### config.mk
export PLATFORM = sky130hd
export DESIGN_NAME = uart_rx_controller
export DESIGN_NICKNAME = d
export VERILOG_FILES = /design/src/rtl/uart_rx_controller.sv
export SDC_FILE = /design/constraint.sdc
export NUM_CORES = 1
export LEC_CHECK = 0
export ABC_AREA = 1
export CAP_MARGIN = 0
export CORE_MARGIN = 4
export CORE_UTILIZATION = 25
export DETAILED_ROUTE_END_ITERATION = 6
export HOLD_SLACK_MARGIN = 0.06
export SETUP_SLACK_MARGIN = 0.2
export SLEW_MARGIN = 20
export SYNTH_ARGS = -nofsm -noshare
export SYNTH_HDL_FRONTEND = slang
export SYNTH_SLANG_ARGS = --single-unit
### constraint.sdc
create_clock -name clk -period 3.1 [get_ports clk]
set_input_delay 0.465 -clock clk [delete_from_list [all_inputs] [get_ports clk]]
set_output_delay 0.465 -clock clk [all_outputs]
set_load 0.1 [all_outputs]
### src/rtl/uart_rx_controller.sv
// UART receive frame sequencer: rx synchroniser, start detect, bit shift and valid/ack holding register.
// Optional parity stage is built when UART_RX_PARITY_EN is defined.
module uart_rx_controller #(
  parameter int DATA_BITS  = 8,
  parameter int PARITY_ODD = 0
) (
  input  logic                 clk,
  input  logic                 reset_n,
  input  logic                 rx,
  input  logic                 sampling_strobe,
  output logic                 start_detected,
  output logic [DATA_BITS-1:0] rx_data,
  output logic                 data_valid,
  input  logic                 data_ack,
  output logic                 framing_error,
  output logic                 overrun_error,
  output logic                 parity_error,
  output logic                 busy
);

  localparam int CW = $clog2(DATA_BITS + 1);
  localparam logic [CW-1:0] LAST = CW'(DATA_BITS - 1);

  localparam logic [2:0] S_IDLE   = 3'd0;
  localparam logic [2:0] S_START  = 3'd1;
  localparam logic [2:0] S_DATA   = 3'd2;
`ifdef UART_RX_PARITY_EN
  localparam logic [2:0] S_PARITY = 3'd3;
`endif
  localparam logic [2:0] S_STOP   = 3'd4;

  if (DATA_BITS < 5 || DATA_BITS > 9 ||
      PARITY_ODD < 0 || PARITY_ODD > 1) begin : g_bad_cfg
    $error("uart_rx_controller: bad DATA_BITS/PARITY_ODD");
  end

  logic meta_q, rx_s_q, rx_prev_q;
  logic fall;

  logic [2:0]           state_q, state_d;
  logic [CW-1:0]        cnt_q, cnt_d;
  logic [DATA_BITS-1:0] shift_q, shift_d;
  logic [DATA_BITS-1:0] data_q, data_d;
  logic                 valid_q, valid_d;
  logic                 start_q, start_d;
  logic                 ferr_q, ferr_d;
  logic                 oerr_q, oerr_d;
  logic                 commit;

`ifdef UART_RX_PARITY_EN
  logic par_q, par_d;
  logic perr_q, perr_d;
  logic exp_par;

  assign exp_par = (^shift_q) ^ PARITY_ODD[0];
`endif

  // Falling edge seen on the synchronised line
  assign fall = rx_prev_q & ~rx_s_q;

  always_ff @(posedge clk or negedge reset_n) begin
    if (!reset_n) begin
      meta_q    <= 1'b1;
      rx_s_q    <= 1'b1;
      rx_prev_q <= 1'b1;
    end else begin
      meta_q    <= rx;
      rx_s_q    <= meta_q;
      rx_prev_q <= rx_s_q;
    end
  end

  always_comb begin
    state_d = state_q;
    cnt_d   = cnt_q;
    shift_d = shift_q;
    start_d = 1'b0;
    ferr_d  = 1'b0;
    commit  = 1'b0;
`ifdef UART_RX_PARITY_EN
    par_d   = par_q;
    perr_d  = 1'b0;
`endif
    case (state_q)
      S_IDLE: begin
        if (fall) begin
          start_d = 1'b1;
          state_d = S_START;
        end
      end
      S_START: begin
        if (sampling_strobe) begin
          if (rx_s_q) begin
            state_d = S_IDLE;
          end else begin
            state_d = S_DATA;
            cnt_d   = '0;
          end
        end
      end
      S_DATA: begin
        if (sampling_strobe) begin
          shift_d = {rx_s_q, shift_q[DATA_BITS-1:1]};
          cnt_d   = cnt_q + 1'b1;
          if (cnt_q == LAST) begin
`ifdef UART_RX_PARITY_EN
            state_d = S_PARITY;
`else
            state_d = S_STOP;
`endif
          end
        end
      end
`ifdef UART_RX_PARITY_EN
      S_PARITY: begin
        if (sampling_strobe) begin
          par_d   = rx_s_q ^ exp_par;
          state_d = S_STOP;
        end
      end
`endif
      S_STOP: begin
        if (sampling_strobe) begin
          state_d = S_IDLE;
          // Framing beats parity beats overrun
          if (!rx_s_q) ferr_d = 1'b1;
`ifdef UART_RX_PARITY_EN
          else if (par_q) perr_d = 1'b1;
`endif
          else commit = 1'b1;
        end
      end
      default: state_d = S_IDLE;
    endcase
  end

  always_comb begin
    valid_d = valid_q;
    data_d  = data_q;
    oerr_d  = 1'b0;
    if (commit) begin
      if (!valid_q || data_ack) begin
        data_d  = shift_q;
        valid_d = 1'b1;
      end else begin
        oerr_d = 1'b1;
      end
    end else if (data_ack) begin
      valid_d = 1'b0;
    end
  end

  always_ff @(posedge clk or negedge reset_n) begin
    if (!reset_n) begin
      state_q <= S_IDLE;
      cnt_q   <= '0;
      shift_q <= '0;
      data_q  <= '0;
      valid_q <= 1'b0;
      start_q <= 1'b0;
      ferr_q  <= 1'b0;
      oerr_q  <= 1'b0;
    end else begin
      state_q <= state_d;
      cnt_q   <= cnt_d;
      shift_q <= shift_d;
      data_q  <= data_d;
      valid_q <= valid_d;
      start_q <= start_d;
      ferr_q  <= ferr_d;
      oerr_q  <= oerr_d;
    end
  end

`ifdef UART_RX_PARITY_EN
  always_ff @(posedge clk or negedge reset_n) begin
    if (!reset_n) begin
      par_q  <= 1'b0;
      perr_q <= 1'b0;
    end else begin
      par_q  <= par_d;
      perr_q <= perr_d;
    end
  end

  assign parity_error = perr_q;
`else
  assign parity_error = 1'b0;
`endif

  assign start_detected = start_q;
  assign rx_data        = data_q;
  assign data_valid     = valid_q;
  assign framing_error  = ferr_q;
  assign overrun_error  = oerr_q;
  assign busy           = (state_q != S_IDLE);

endmodule

---- After elaboration in Yosys (flattened, before gate mapping) ----
Cells that the tools add are included.
Widths: inputs -> output; s select.
cells by class
  add/sub/neg operators ................... 1
  multiply operators ...................... 0
  divide/modulo/power cells ............... 0
  order comparisons ....................... 0
  equality and inequality tests ........... 11
  shifts and indexed selects .............. 0
  multiplexer cells ....................... 24
  bitwise gates (word level) .............. 2
  reductions and logical operators ........ 11
operator list
  kind                 number
  $mux 3               5
  $mux 1               13
  $mux 4               3
  $ne 2x2->1 const B   6
  $pmux 3 s4           1
  $pmux 4 s2           1
  $reduce_and 2->1     3
  $reduce_and 5->1     1
  $add 4x1->4 const B  1
  $eq 4x3->1 const B   1
  $reduce_and 4->1     1
  $reduce_bool 2->1    2
  $eq 3x1->1 const B   1
  $eq 3x2->1 const B   1
  $eq 3x3->1 const B   1
  $logic_not 3->1      1
  $reduce_bool 3->1    1
  $mux 2               1
  $ne 2x1->1 const B   1
  $and 1x1->1          1
  $logic_not 1->1      1
  $logic_or 1x1->1     1
  $not 1->1            1
storage, ports and cells
  flip-flop bits (word level) ............. 30
  latch bits .............................. 0
  memory bits (writable) .................. 0
  bits in read-only memories .............. 0
  input bits .............................. 5
  memories ................................ 0

---- Longest topological paths before layout ----
  depth in word-level cells ............... 5
  gate-level depth with buffers ........... 8

---- Worst setup path after synthesis ----
OpenSTA, ideal clock, no wires.
  kind .................................... register to register
  from .................................... register valid_q, in the netlist data_valid
  to ...................................... register oerr_q, in the netlist overrun_error
  data arrival time ....................... 1.576 ns
  setup slack ............................. 1.423 ns
  stages on the path, launching flop included .. 4
  path buffers ............................ 1
  cell sequence ........................... dfrtp_1 > nand2_1 > clkbuf_1 > nor4_1
between the ends
  word-level cells in the longest chain between the ends .. 4
ends and longest elaborated chain
  item                      line  text
  start: declaration        44    logic valid_q, valid_d;
  start signal: assignment  168   valid_q <= valid_d;
  $logic_not 1->1           142   if (!valid_q || data_ack) begin
  $logic_or 1x1->1          142
  $mux 1                    142
  $mux 1                    141   if (commit) begin
  via oerr_d                47    logic oerr_q, oerr_d;
  end signal: assignment    171   oerr_q <= oerr_d;
  end: declaration          47
The timed path passes the listed nets, and every way through them passes these cells.
A chain may end at the register's enable or synchronous reset.

---- Final worst setup path ----
  from .................................... input port sampling_strobe
  to ...................................... register cnt_q[0]
between the ends
  word-level cells in the longest chain between the ends .. 2
  elaborated cells between the ends (all ways) .. 3
  classes of those cells .................. eq/ne (2); reduce/logical (1)
ends and longest elaborated chain
  item                          line  text
  start: declaration            10    input logic sampling_strobe,
  $ne 2x2->1 (no line)          -
  $reduce_and 4->1 (no line) *  -
  end signal: assignment        165   cnt_q <= cnt_d;
  end: declaration              41    logic [CW-1:0] cnt_q, cnt_d;
Mark *: on every way between the ends. The rest lies on a longest branch, timed or not.

==> run metrics <==
Worst Path Required=between 3000 and 4000 ps; Setup TNS=0 ps; reg-to-reg endpoint=cnt_q[0]$_DFFE_PN0P_; Critical Path Source Type=primary input; syn nets=143; Core Util, Final=roughly 32%; Tot Pwr=1.68 mW; RSZ-0062 raised after global routing=false; area leader, netlist=dfrtp_1; Worst Hold Depth=0; Die Wd=between 70 and 80 µm; Inserted Clock Buffers=5; Area growth syn-to-layout=24.1%; largest net degree at the start of global routing=31; Syn Inst Count=approximately 140; max_slew headroom=a little over three fifths; Worst-path clk slew=60 ps; Worst Reg-to-Reg Cells=6; Final Wtd Congestion=0.772; Post-CTS Setup Repair Bufs=0; Nets=roughly 160; final hold viol count=0; PD cells=1090 nW/µm²; Worst Max-Slew Pin Slew=approximately 560 ps; RR Startpoint=state_q[2]$_DFFE_PN0P_; leakage power=~0.81 nW; post-synth top area share=54.4%; Worst VDD drop=about 330 µV; Rows=25; total track usage=under 10%; hold path endpoint=rx_s_q$_DFF_PN1_; Post-Syn Area=1240 µm²; hold_buf cts=0; # IOs=19; f_max=between 0.5 and 0.6 GHz; Fin Clk Skew=around 3.2 ps; initial drt markers=between 50 and 60; Min Hold Slack=~360 ps; wire per inst=around 10 µm; layout filler cell count=528; CTS tree=built; First-pass DRT Iterations=3; status=completed; Die Y=between 70 and 80 µm; Final setup viols=0; crit share post-route=approximately 55%; syn_area_per_cell=9.07 µm²; Hold/Removal Path Class=flip-flop to flip-flop; DIE AREA=a little over 6000 µm²; minimum clock period=roughly 1700 ps; DR vias/cell=4.13; via count of the first global-routing pass=~940; DR vias=around 930; fraction of final layout cells sized beyond drive strength 1=around a fifth; root buffer cell=clkbuf_8; n_diodes=0; Initial Utilization=26.1%; core area=roughly 4800 µm²; clock latency on the worst-skew pair=280 ps; Critical Path AT=around 1900 ps; CTS max path bufs=2; clock tree sinks=30; Max FO, Critical Path=21; first-pass GRT wire length=4130 µm; buffers added on ports=17; initial antenna violation count=0; grt ovf=0; max-slew violation count=0; Seq/Total Area, Yosys=between 60% and 70%; largest cells by area after synthesis=dfrtp_1 54%, nand2_1 14%, nand3_1 7.3%; number of different library cells in the post-synthesis netlist=23; Hold Startpoint=meta_q$_DFF_PN1_; max_cap viols=0; DRC viols=0; CP endpoint kind=flip-flop; critical path class=primary input to flip-flop; hpwl dp=1660 µm; register bit total from synthesis=30; CTS H-tree lvls=2; YS warnings=0; Post-Route WL=between 2000 and 2500 µm; antenna-violating nets left=0; R2R Setup Slk=around 1400 ps; post_cts resized=0
-- state kept, by name, indices dropped and copies added, names as in the netlist --
register,flops
framing_error,1
cnt_q,4
rx_s_q,1
data_valid,1
rx_data,8
shift_q,8
state_q,3
meta_q,1
overrun_error,1
start_detected,1
rx_prev_q,1
-- synth_stat cells, drive strengths merged --
cell type / count
or2: 1
nand3: 18
nand4: 2
nor3: 3
o21ai: 4
conb: 1
dfrtp: 27
nand2: 47
o22ai: 1
a21oi: 3
clkbuf: 1
inv: 11
ha: 1
dfstp: 3
nor4: 1
nor2: 10
buf: 3
-- power by group --
| part | switching, mW | internal (mW) | leakage (nW) |
|---|---|---|---|
| sequential | 0.0836 | 0.517 | 0.382 |
| combinational | 0.607 | 0.161 | 0.379 |
| clock | 0.138 | 0.179 | 0.0482 |
| total | 0.828 | 0.856 | 0.809 |
-- worst max path at each step --
stage                           startpoint                 endpoint  depth (start not counted)
global placement           sampling_strobe   rx_data[2]$_DFFE_PN0P_                          6
CTS                        sampling_strobe   rx_data[6]$_DFFE_PN0P_                          6
floorplan           data_valid$_DFFE_PN0P_  overrun_error$_DFF_PN0_                          3
detailed placement         sampling_strobe   rx_data[4]$_DFFE_PN0P_                          6
global route               sampling_strobe   rx_data[6]$_DFFE_PN0P_                          6
finish                     sampling_strobe     cnt_q[0]$_DFFE_PN0P_                          4
-- cells in the final DEF (no fill, tap or decap), drive strengths merged --
| master | Yosys | routed |
|---|---|---|
| buf | 3 | 14 |
| nor3 | 3 | 3 |
| clkinv | 0 | 1 |
| clkdlybuf4s50 | 0 | 4 |
| nor2 | 10 | 10 |
| dfstp | 3 | 3 |
| clkbuf | 1 | 7 |
| inv | 11 | 11 |
| nor4 | 1 | 1 |
| ha | 1 | 1 |
| a21oi | 3 | 3 |
| nand3 | 18 | 18 |
| nand2 | 47 | 47 |
| conb | 1 | 1 |
| dfrtp | 27 | 27 |
| or2 | 1 | 1 |
| nand4 | 2 | 2 |
| o22ai | 1 | 1 |
| o21ai | 4 | 4 |
-- layer usage --
layer	part of all wire [%]	GRT usage, %	vias to the layer above	wire length (µm)
met5	0	0	-	0
met4	3.2	6.29	0	74
met3	4.5	2.41	7	104
met2	47	14.0	16	1100
met1	45	9.78	431	1050
li1	-	-	480	-
-- area by class of cell --
cell class,count,area [µm²],area share (%)
clock buffers,7,86.3,5.60
clock inverters,1,5.00,0.325
inverters,11,41.3,2.68
multi-input cells,92,425,27.6
flip-flops and latches,30,754,48.9
well taps,67,83.8,5.44
repair buffers,18,145,9.42
-- logic make-up (layout without fill, tap and decap cells) --
logic type                 after synthesis  count (layout)  synth area share [%]
AOI/OAI and AO/OA                        8               8                  3.32
adders and majority gates                1               1                  1.01
buffers and inverters                   15              37                  5.04
DFF                                     30              30                  60.7
other                                    1               1                 0.302
and+or+nand+nor                         82              82                  29.6
-- metrics by stage --
step                      worst slack (ps)  cells  cell area, µm²
after floorplan                       1420    137            1240
after global placement                1110    218            1450
after detailed placement              1080    218            1450
after CTS                             1370    226            1540
after global routing                  1220    226            1540
final                                 1390    226            1540
-- critical path, stage by stage --
cell	delay, ps
clkdlybuf4s50_1	590
nand2_1	390
or2_2	410
nand2_1	70
No activity file was read; power rests on OpenSTA's default activity.
